**src/rtl/tx_link_control_ml.sv**
```systemverilog
// Transmit link-layer control FSM: SYNC -> INIT_LANE (ILA) -> DATA_ENC, with per-lane source mux.
// Optional macro TX_LINK_RESYNC_CNT_EN adds o_resync_cnt, a saturating DATA_ENC->SYNC counter.
module tx_link_control_ml #(
    parameter int unsigned NUM_LANES = 4,
    parameter int unsigned ILA_CNT_W = 9
) (
    input  logic                   clk,
    input  logic                   rst_n,
    input  logic                   i_frame_clk,
    input  logic                   i_lmfc_clk,
    input  logic                   i_sync_request,
    input  logic [NUM_LANES-1:0]   i_lane_en,
    input  logic                   i_link_test_en,
    input  logic [1:0]             i_link_test_sel,
    input  logic [7:0]             i_F,
    input  logic [7:0]             i_ila_mf_len,
    output logic [3*NUM_LANES-1:0] o_link_mux,
    output logic [1:0]             o_link_test_sel,
    output logic [2:0]             o_state,
    output logic [ILA_CNT_W-1:0]   o_ila_mf_idx,
    output logic                   o_ila_start,
`ifdef TX_LINK_RESYNC_CNT_EN
    output logic                   o_link_up,
    output logic [7:0]             o_resync_cnt
`else
    output logic                   o_link_up
`endif
);

    typedef enum logic [2:0] {
        StSync     = 3'b001,
        StInitLane = 3'b010,
        StDataEnc  = 3'b100
    } state_e;

    localparam logic [2:0] MuxUser = 3'd0;
    localparam logic [2:0] MuxK    = 3'd1;
    localparam logic [2:0] MuxIla  = 3'd2;
    localparam logic [2:0] MuxTest = 3'd3;
    localparam logic [2:0] MuxIdle = 3'd4;

    state_e                 state_q, state_d;
    logic [3:0]             k_cnt_q, k_cnt_d;
    logic [3:0]             k_min;
    logic [ILA_CNT_W-1:0]   ila_cnt_q, ila_cnt_d;
    logic                   ila_last;
    logic                   ila_start_q, ila_start_d;
    logic                   link_up_q, link_up_d;
    logic [1:0]             test_sel_q;
    logic [2:0]             lane_code;
    logic [3*NUM_LANES-1:0] mux_q, mux_d, mux_rst;

    // Minimum K-character frames before ILA, from decoded F = i_F + 1.
    always_comb begin
        if (i_F == 8'd0) begin
            k_min = 4'd10;
        end else if (i_F == 8'd1) begin
            k_min = 4'd6;
        end else if (i_F <= 8'd3) begin
            k_min = 4'd4;
        end else if (i_F <= 8'd7) begin
            k_min = 4'd3;
        end else begin
            k_min = 4'd2;
        end
    end

    assign ila_last = (32'(ila_cnt_q) == 32'(i_ila_mf_len));

    always_comb begin
        state_d   = state_q;
        k_cnt_d   = 4'd0;
        ila_cnt_d = '0;
        unique case (state_q)
            StSync: begin
                if (i_frame_clk && (k_cnt_q != 4'd15)) begin
                    k_cnt_d = k_cnt_q + 4'd1;
                end else begin
                    k_cnt_d = k_cnt_q;
                end
                if (!i_sync_request && i_lmfc_clk && (k_cnt_q >= k_min)) begin
                    state_d = StInitLane;
                    k_cnt_d = 4'd0;
                end
            end
            StInitLane: begin
                // Sync request outranks the final-LMFC transition into DATA_ENC.
                if (i_sync_request) begin
                    state_d = StSync;
                end else if (i_lmfc_clk) begin
                    if (ila_last) begin
                        state_d = StDataEnc;
                    end else begin
                        ila_cnt_d = ila_cnt_q + ILA_CNT_W'(1);
                    end
                end else begin
                    ila_cnt_d = ila_cnt_q;
                end
            end
            StDataEnc: begin
                if (i_sync_request) begin
                    state_d = StSync;
                end
            end
            default: state_d = StSync;
        endcase
    end

    assign ila_start_d = (state_q == StSync) && (state_d == StInitLane);
    assign link_up_d   = (state_d == StDataEnc);

    always_comb begin
        unique case (state_d)
            StSync:     lane_code = MuxK;
            StInitLane: lane_code = MuxIla;
            StDataEnc:  lane_code = i_link_test_en ? MuxTest : MuxUser;
            default:    lane_code = MuxK;
        endcase
    end

    always_comb begin
        mux_d   = '0;
        mux_rst = '0;
        for (int l = 0; l < NUM_LANES; l++) begin
            mux_d[3*l +: 3]   = i_lane_en[l] ? lane_code : MuxIdle;
            mux_rst[3*l +: 3] = i_lane_en[l] ? MuxK : MuxIdle;
        end
    end

    always_ff @(posedge clk) begin
        if (!rst_n) begin
            state_q     <= StSync;
            k_cnt_q     <= 4'd0;
            ila_cnt_q   <= '0;
            ila_start_q <= 1'b0;
            link_up_q   <= 1'b0;
            test_sel_q  <= 2'd0;
            mux_q       <= mux_rst;
        end else begin
            state_q     <= state_d;
            k_cnt_q     <= k_cnt_d;
            ila_cnt_q   <= ila_cnt_d;
            ila_start_q <= ila_start_d;
            link_up_q   <= link_up_d;
            test_sel_q  <= i_link_test_sel;
            mux_q       <= mux_d;
        end
    end

`ifdef TX_LINK_RESYNC_CNT_EN
    logic [7:0] resync_q, resync_d;

    always_comb begin
        resync_d = resync_q;
        if ((state_q == StDataEnc) && (state_d == StSync) && (resync_q != 8'd255)) begin
            resync_d = resync_q + 8'd1;
        end
    end

    always_ff @(posedge clk) begin
        if (!rst_n) begin
            resync_q <= 8'd0;
        end else begin
            resync_q <= resync_d;
        end
    end

    assign o_resync_cnt = resync_q;
`endif

    assign o_state         = state_q;
    assign o_link_mux      = mux_q;
    assign o_ila_mf_idx    = ila_cnt_q;
    assign o_ila_start     = ila_start_q;
    assign o_link_up       = link_up_q;
    assign o_link_test_sel = test_sel_q;

endmodule
```
**config.mk**
```make
export PLATFORM = sky130hd
export DESIGN_NAME = tx_link_control_ml
export DESIGN_NICKNAME = d
export VERILOG_FILES = /design/src/rtl/tx_link_control_ml.sv
export SDC_FILE = /design/constraint.sdc
export NUM_CORES = 1
export LEC_CHECK = 0
export BUFFER_PORTS_ARGS = -buffer_cell sky130_fd_sc_hd__buf_4
export CAP_MARGIN = 40
export CORE_ASPECT_RATIO = 1.2
export CORE_MARGIN = 2
export CORE_UTILIZATION = 50
export CTS_BUF_LIST = sky130_fd_sc_hd__clkbuf_8
export DETAILED_ROUTE_END_ITERATION = 6
export GPL_ROUTABILITY_DRIVEN = 0
export HOLD_SLACK_MARGIN = 0.02
export PLACE_DENSITY = 0.86
export SYNTH_ARGS = -nofsm -noshare
export SYNTH_HDL_FRONTEND = slang
export SYNTH_SLANG_ARGS = --single-unit
```
**constraint.sdc**
```tcl
create_clock -name clk -period 5.75 [get_ports clk]
set_clock_uncertainty 0.2 [all_clocks]
set_input_delay 0.575 -clock clk [delete_from_list [all_inputs] [get_ports clk]]
set_output_delay 0.575 -clock clk [all_outputs]
set_load 0.01 [all_outputs]
```
==> results.cfg, run 1 <==
[worst_setup_path]
cpMaxStageDelayCell = or4_1
slowest_delay_ns = 0.55
cpMostUsedCell = nor3_1
startpoint_type = input port
path_class = in2reg
cp.arrival_ns = 2.94
crit_required_ns = 5.71
cp_top_family = simple AND/OR/NAND/NOR gates
worstPathMaxFanout = 5
cp_num_buf_inv = 1
end_kind = register
critical_path.cell_chain = buf_4, or4_1, nor3_1, o21ai_0, ha_1, nor3_1, nor4b_1, and4_1, a21o_1, nor2_1

[drt]
avgRoutedWirePerCell_um = 12.87
ant_nets = 0
vias_per_cell = 5.266
drt-total-wl_um = 3101
dr.pass1.iters = 4
num_vias = 1269
drt_iter0_markers = 24
drc_errors = 0

[grt]
grt_overflow = 0
grt_max_degree = 10
grt_pass1_vias = 1143
grt_usage = 0.2079
antenna_found_initial = 0
grt_pass1_wl_um = 4802

[cells_and_area]
drive_above_1_share = 0.3140
fin_nets = 241
final_util = 0.7033
area_growth_pct = 37.88
stdcell_count = 241
diodes = 0

[run]
cap_violations = 0

[timing]
min_period_ns = 2.980
slew_viol_final = 0
holdWs_ns = 0.2655
maxSlewHeadroom = 0.6928
hold_viol = 0
setup_violations = 0
worst_pin_slew_ns = 0.4544
fin_crit_sh = 0.5182
max_freq_mhz = 335.6
setup_tns_ns = 0
rsz0062_at_grt = no

[clock_tree]
cts_resized = 0
cts_sinks = 32
clk_path_buf_depth = 2
cts-root-buf = clkbuf_8
clkTransAtPathRegs_ns = 0.06
h-tree-depth = 2
cts_tree = built
cts_made_buffers = 5
clk_latency_ns = 0.27
cts_setup_buffers = 0
postCtsHoldBufs = 0

[logic_synthesis]
synthDistinctLibCells = 29
synth_area_per_cell_um2 = 9.547
syn_inst = 146
ys_seq_area_frac = 0.4596
ys_ff_latch = 32
yosysWarnings = 0
syn_area_um2 = 1394
synth_fp_nets = 180

[floorplanning]
ios = 56
fp.coreArea_um2 = 2733
initial_core_util = 0.5101
die_area_um2 = 3228
die_y_um = 61.84
die_w_um = 52.20
rows = 21

[pwr]
p_leak_uw = 0.0008809
vdd_drop_max_v = 0.0001896
power.density_nw_per_um2 = 225.5

[placed_design]
io_buffer_count = 55
dp_hpwl_um = 2478
place_inst = 234

[run_status]
outcome = completed

[min_path]
hold_path_class = in2reg
layer usage:
layer  part of all wire  vias up  global-route usage
met4              0.017        0             0.09890
met2               0.53       47              0.3743
met1               0.40      592              0.2216
met3              0.060        4             0.06699
met5                  0        -                   0
li1                   -      626                   -
report_power, final:
| part | total, uW | internal (uW) | leakage (uW) | switching [uW] |
|---|---|---|---|---|
| registers | 232 | 229 | 0.000262 | 3.43 |
| logic | 47.4 | 26.4 | 0.000574 | 21.0 |
| clock network | 154 | 80.2 | 0.0000452 | 73.8 |
cell usage in the layout (no fill, tap or decap), types with 2 or more instances in the layout:
cell       n
a21oi_1    5
nor4b_1    3
inv_1      7
o21ai_0    3
nand3_1    8
and3_1     3
nor2_1    22
nand2b_1   2
and2_1     4
nand2_1   10
clkbuf_8   5
xnor2_1    7
o311ai_0   3
dfxtp_1   32
ha_1       6
buf_4     55
nand4_1    2
nor3_1     4
xor2_1    12
nor3b_1    2
o311ai_1   2
cells in the mapped netlist, drive strengths merged:
cell type | instances | area [um2]
dfxtp | 32 | 640.6
nor2 | 22 | 82.58
xor2 | 12 | 105.1
nand2 | 10 | 37.54
nand3 | 9 | 57.56
xnor2 | 7 | 61.31
ha | 6 | 75.07
inv | 6 | 22.52
a21oi | 5 | 25.02
o311ai | 5 | 43.80
and2 | 4 | 25.02
nor3 | 4 | 20.02
and3 | 3 | 18.77
nor4b | 3 | 26.28
o21ai | 3 | 15.01
nand2b | 2 | 12.51
nand4 | 2 | 12.51
nor3b | 2 | 15.01
a2111o | 1 | 11.26
a211oi | 1 | 20.02
a21o | 1 | 7.510
and4 | 1 | 8.760
buf | 1 | 5.000
mux2i | 1 | 10.01
nor4 | 1 | 21.27
or2 | 1 | 6.260
or4 | 1 | 7.510
cell families (layout without fill, tap and decap cells):
logic type | Yosys count | after routing | share of synthesized area
simple gates | 65 | 65 | 0.2523
compound gates | 16 | 16 | 0.08797
flops | 32 | 32 | 0.4596
mux | 1 | 1 | 0.007182
buf+inv | 7 | 68 | 0.01974
fa+ha+maj | 6 | 6 | 0.05386
xor+xnor | 19 | 19 | 0.1194
flip-flops by register name, indices dropped and copies added, names as in the netlist:
| name | cells |
|---|---|
| o_link_mux | 12 |
| o_ila_mf_idx | 9 |
| k_cnt_q | 4 |
| o_state | 3 |
| o_link_test_sel | 2 |
| o_ila_start | 1 |
| o_link_up | 1 |
final cells by class:
type / count / area [um2]
fill: 226 / 810.8
multi-input combinational: 107 / 725.7
sequential: 32 / 640.6
timing repair buffer: 55 / 412.9
clock buffer: 5 / 68.82
tap: 34 / 42.54
inverter: 6 / 22.52
clock inverter: 2 / 8.758
worst register-to-register path: stages (launching register included):
cell,delay [ns]
dfxtp_1,0.35
inv_1,0.09
ha_1,0.29
nand2b_1,0.14
a2111o_1,0.42
and4_1,0.26
a211oi_4,0.23
a21oi_1,0.10
through the flow:
stage	cell area (um2)	power (uW)	setup WS, ns
2_1_floorplan	1394	256.6	2.830
6_report	1922	433.3	2.770
3_5_place_dp	1844	284.3	2.465
4_1_cts	1922	436.6	2.770
3_3_place_gp	1844	282.4	2.660
5_1_grt	1922	450.8	2.615
worst paths after layout:
path / cells past startpoint / to / start / slack, ns
min: 2 / o_link_mux[11] / i_lane_en[3] / 0.27
min reg2reg: 2 / k_cnt_q[1] / k_cnt_q[1] / 0.32
max reg2reg: 7 / o_link_mux[4] / k_cnt_q[0] / 3.56
max: 10 / o_link_mux[6] / i_F[3] / 2.77
No activity file was read; power rests on OpenSTA's default activity.
==> inputs of run 2 (changes only) <==
--- a/config.mk
+++ b/config.mk
@@ -9,12 +9,12 @@
 export CAP_MARGIN = 40
 export CORE_ASPECT_RATIO = 1.2
 export CORE_MARGIN = 2
-export CORE_UTILIZATION = 50
+export CORE_UTILIZATION = 45
 export CTS_BUF_LIST = sky130_fd_sc_hd__clkbuf_8
 export DETAILED_ROUTE_END_ITERATION = 6
 export GPL_ROUTABILITY_DRIVEN = 0
 export HOLD_SLACK_MARGIN = 0.02
-export PLACE_DENSITY = 0.86
+export PLACE_DENSITY = 0.82
 export SYNTH_ARGS = -nofsm -noshare
 export SYNTH_HDL_FRONTEND = slang
 export SYNTH_SLANG_ARGS = --single-unit
==> constraint.sdc (replaced) <==
create_clock -name clk -period 2.55 [get_ports clk]
set_clock_uncertainty 0.2 [all_clocks]
set_input_delay 0.255 -clock clk [delete_from_list [all_inputs] [get_ports clk]]
set_output_delay 0.255 -clock clk [all_outputs]
set_load 0.01 [all_outputs]
==> run 2 against run 1 <==
Critical path depth is 1 lower. Via count up 1.0%. Utilization fell by 1.3 points. Clock power increased to 3.1 times the previous value. Setup slack worse by 2.8 ns. Global-route usage rose by 1.5 points. Critical endpoint is now o_link_mux[1]. Design area grew 7.7%. Largest power group unchanged. Register-to-register slack got worse by 3.2 ns.
==> results.cfg, run 2 (same netlist as run 1, synthesis figures left out) <==
[cells_and_area]
fin_nets = 247
largest_reg_flops = 12
drive_above_1_share = 0.3505
final_util = 0.6902
area_growth_pct = 48.56
layout_common_cells = buf_4 (53), dfxtp_1 (32), nor2_1 (22), xor2_1 (12), nand2_1 (10)
final_common_cell = buf_4
diodes = 0

[clock_tree]
clk_latency_ns = 0.29
cts_sinks = 32
cts_made_buffers = 5
clkTransAtPathRegs_ns = 0.07
cts_tree = built
clk_path_buf_depth = 2
h-tree-depth = 2
cts-root-buf = clkbuf_8
cts_setup_buffers = 0

[worst_setup_path]
path_class = in2reg
cp_top_family = simple AND/OR/NAND/NOR gates
cpMaxStageDelayCell = or4_4
rrSetupSlack_ns = 0.35
worstPathMaxFanout = 4
cp_num_buf_inv = 1
crit_required_ns = 2.52
slowest_delay_ns = 0.55
critical_path.cell_chain = buf_6, or4_4, nor3b_2, ha_1, nand2b_4, a2111o_1, and4_4, a211oi_4, a21oi_1
end_kind = register
cp.arrival_ns = 2.51
startpoint_type = input port

[grt]
grt_overflow = 0
grt_usage = 0.2230
grt_use_met3 = 0.06452
grt_max_degree = 12
grt_pass1_vias = 1322
antenna_found_initial = 0
grt_most_used_layer = met2
met2_usage = 0.4048
globalRouteMet1Util = 0.2187
grt_pass1_wl_um = 5664

[floorplanning]
initial_core_util = 0.4646
fp.coreArea_um2 = 3000
rows = 22
die_y_um = 64.97
die_area_um2 = 3560
die_w_um = 54.81
ios = 56

[timing]
worst_pin_slew_ns = 0.4701
max_freq_mhz = 393.0
min_period_ns = 2.545
hold_viol = 0
fin_crit_sh = 0.9979
slew_viol_final = 0
rsz0062_at_grt = yes
setup_violations = 0
maxSlewHeadroom = 0.6822
setup_slack_ns = 0.005252

[pwr]
clkPwrFrac = 0.427
sequentialPowerShare = 0.464
swShare = 0.2249
pwr-share-comb = 0.109
p_int_uw = 873.8
vdd_drop_max_v = 0.0004956
p_leak_uw = 0.0009378
power.density_nw_per_um2 = 544.4
p_switching_uw = 253.5

[drt]
drt_iter0_markers = 25
avgRoutedWirePerCell_um = 13.61
num_vias = 1282
vias_per_cell = 5.128
ant_nets = 0
dr.pass1.iters = 4
drc_errors = 0
drt-total-wl_um = 3402

[placed_design]
dp_hpwl_um = 2491
post-place-ws_ns = -0.3016
io_buffer_count = 55

[min_path]
hold_path_class = in2reg

[run_status]
outcome = completed

[run]
cap_violations = 0
run 2: cell count changes in the layout (fill, tap and decap cells not counted), moves of 2 or more:
cell | previous run | this run
nor3_1 | 4 | 2
buf_6 | 0 | 2
buf_4 | 55 | 53
dlygate4sd3_1 | 0 | 6
run 2: cell type report:
cell class | count | area (um2)
flip-flops and latches | 32 | 640.6
multi-input cells | 107 | 770.7
clock buffers | 5 | 68.82
inverters | 6 | 22.52
well taps | 36 | 45.04
fillers | 230 | 929.6
repair buffers | 61 | 480.5
clock inverters | 3 | 42.54
run 2: timing repair:
item                                   in CTS  in global routing
endpoints found under the hold margin       7                  0
pin swaps                                   0                 11
hold buffers                                6                  0
resized for setup                           1                  7
setup endpoints to repair                   1                  7
run 2: path summary, 6_finish.rpt:
path / start / end / depth (start not counted)
max: i_F[7] / o_link_mux[1] / 9
min: rst_n / o_state[0] / 2
min reg2reg: k_cnt_q[1] / k_cnt_q[1] / 2
max reg2reg: k_cnt_q[0] / o_link_mux[1] / 7
run 2: power by group through the flow:
stage / Combinational [uW] / Sequential (uW) / Clock (uW)
3_3_place_gp: 105 / 533 / 0
5_1_grt: 136 / 525 / 516
3_5_place_dp: 110 / 534 / 0
4_1_cts: 118 / 523 / 494
6_report: 123 / 523 / 481
2_1_floorplan: 41.4 / 538 / 0
run 2: routing by layer:
layer  wire [um]  vias to the layer above
met2        1834                       48
met3         272                        5
met4          53                        0
met5           0                        -
li1            -                      643
met1        1242                      586
run 2: per-stage QoR:
step	setup TNS (ns)	std cells	hold slack, ns	total power (uW)	cell area, um2
after detailed placement	-2.704	236	0.2402	643.8	1863
after global routing	-0.1884	250	0.05629	1177	2071
after floorplan	0	146	0.1304	579.7	1410
after global placement	-1.155	236	0.2409	637.9	1863
final	0	250	0.03620	1127	2071
after CTS	0	250	0.03133	1135	2041
==> inputs of run 3 (changes only) <==
--- a/config.mk
+++ b/config.mk
@@ -9,12 +9,12 @@
 export CAP_MARGIN = 40
 export CORE_ASPECT_RATIO = 1.2
 export CORE_MARGIN = 2
-export CORE_UTILIZATION = 45
+export CORE_UTILIZATION = 49
 export CTS_BUF_LIST = sky130_fd_sc_hd__clkbuf_8
 export DETAILED_ROUTE_END_ITERATION = 6
 export GPL_ROUTABILITY_DRIVEN = 0
 export HOLD_SLACK_MARGIN = 0.02
-export PLACE_DENSITY = 0.82
+export PLACE_DENSITY = 0.85
 export SYNTH_ARGS = -nofsm -noshare
 export SYNTH_HDL_FRONTEND = slang
 export SYNTH_SLANG_ARGS = --single-unit
==> constraint.sdc (replaced) <==
create_clock -name clk -period 2.45 [get_ports clk]
set_clock_uncertainty 0.2 [all_clocks]
set_input_delay 0.245 -clock clk [delete_from_list [all_inputs] [get_ports clk]]
set_output_delay 0.245 -clock clk [all_outputs]
set_load 0.01 [all_outputs]
==> run 3 against run 2 <==
Design area fell by 2.2%. First-iteration DRC count increased by 36%. Die area is 7.6% lower. Clock-buffer cell count stayed put. Register-to-register slack improved by 0.04 ns. Hold slack lost 0.0046 ns. Global-route usage grew 0.48 points. Routed wire length about the same. Sequential cell count stayed put. Critical path depth did not move. Critical endpoint is now o_state[1]. Highest routed layer unchanged.
==> results.cfg, run 3 (same netlist as run 1, synthesis figures left out) <==
[timing]
setup_violations = 0
fin_crit_sh = 0.9817
rsz0062_at_grt = yes
max_freq_mhz = 415.8
maxSlewHeadroom = 0.7059
hold_viol = 0
setup_slack_ns = 0.04475
worst_pin_slew_ns = 0.4401
slew_viol_final = 0
min_period_ns = 2.405

[pwr]
vdd_drop_max_v = 0.0004795
pwr-share-comb = 0.124
p_switching_uw = 235.6
sequentialPowerShare = 0.529
p_total_uw = 1032
p_leak_uw = 0.0009225
power.density_nw_per_um2 = 509.4
p_int_uw = 796.3
clkPwrFrac = 0.348
swShare = 0.2283

[grt]
grt_overflow = 0
grt_max_degree = 10
antenna_found_initial = 0
grt_pass1_wl_um = 5471
grt_pass1_vias = 1229
grt_usage = 0.2278

[drt]
dr.pass1.iters = 4
drc_errors = 0
drt_iter0_markers = 34
vias_per_cell = 5.190
num_vias = 1287
drt-total-wl_um = 3405
avgRoutedWirePerCell_um = 13.73
ant_nets = 0

[run]
cap_violations = 0

[floorplanning]
initial_core_util = 0.5052
die_area_um2 = 3289
die_y_um = 62.43
rows = 21
die_w_um = 52.69
ios = 56
fp.coreArea_um2 = 2759

[placed_design]
dp_hpwl_um = 2547
placed_area_um2 = 1861
io_buffer_count = 55
post-place-ws_ns = -0.3201

[worst_setup_path]
startpoint_type = input port
path_class = in2reg
cp.arrival_ns = 2.38
worstPathMaxFanout = 5
end_kind = register
startpoint = i_F[3]
rrSetupSlack_ns = 0.39
crit_end = o_state[1]
timing.rr.start = k_cnt_q[0]
crit_required_ns = 2.43
worstRegToRegCells = 7
r2r_end = o_state[1]

[cells_and_area]
drive_above_1_share = 0.3318
stdcell_area_um2 = 2026
area_growth_pct = 45.33
fill_cells = 213
diodes = 0
final_common_cell = buf_4
largest_reg_flops = 12
fin_nets = 248
layout_common_cells = buf_4 (54), dfxtp_1 (32), nor2_1 (22), xor2_1 (12), nand2_1 (10)

[clock_tree]
cts_made_buffers = 5
clkTransAtPathRegs_ns = 0.06
cts-root-buf = clkbuf_8
clk_path_buf_depth = 2
h-tree-depth = 2
cts_sinks = 32
clk_latency_ns = 0.28
cts_tree = built

[run_status]
outcome = completed

[min_path]
hold_path_class = in2reg
worstHoldStart = rst_n
[run 3: timing repair]
action / in CTS / in global routing
hold endpoints to repair: 6 / 0
setup endpoints to repair: 4 / 8
hold buffers: 6 / 0
gates resized for setup: 1 / 4
setup buffers: 0 / 1
pin swaps: 0 / 4
cloned: 0 / 0
[run 3: critical path: stages]
cell and delay (ns):
buf_6 0.09, or4_4 0.55, nor3_4 0.17, and2_1 0.16
ha_1 0.22, a2111o_1 0.43, and4_4 0.18, a21o_1 0.20
buf_4 0.14
[run 3: worst min path at each step]
stage,to,slack [ns],cells after the start
final,o_state[0],0.03,2
after detailed placement,o_link_mux[8],0.23,2
after global routing,o_state[0],0.03,2
after CTS,o_link_test_sel[0],0.03,2
after global placement,o_link_mux[11],0.23,2
after floorplan,o_link_mux[11],0.12,1
[run 3: through the flow]
stage,TNS [ns],hold WS (ns),instances,util
after global routing,-0.07997,0.02773,248,0.7342
after floorplan,-0.3287,0.1204,146,-
after detailed placement,-3.263,0.2294,234,0.6744
after CTS,0,0.03032,247,0.7265
final,0,0.03157,248,0.7342
after global placement,-2.347,0.2293,234,0.6744
[run 3: layer usage]
| metal | vias up | GRT usage | part of all wire |
|---|---|---|---|
| met2 | 47 | 0.4016 | 0.55 |
| met1 | 595 | 0.2454 | 0.38 |
| met5 | - | 0 | 0 |
| li1 | 639 | - | - |
| met3 | 6 | 0.05742 | 0.050 |
| met4 | 0 | 0.1026 | 0.017 |
[run 3: final cells by class]
cell class              count  area, um2  share of cell area
inverters                   6      22.52             0.01112
clock inverters             2      8.758            0.004324
multi-input cells         107      754.5              0.3725
repair buffers             62      488.0              0.2409
flip-flops and latches     32      640.6              0.3162
clock buffers               5      68.82             0.03397
well taps                  34      42.54             0.02100
[run 3: power groups by stage]
stage | sequential (uW) | clock [uW] | combinational [uW]
final | 546 | 359 | 128
after global routing | 547 | 393 | 138
after floorplan | 560 | 0 | 43.2
after CTS | 545 | 368 | 124
after global placement | 555 | 0 | 110
after detailed placement | 557 | 0 | 115
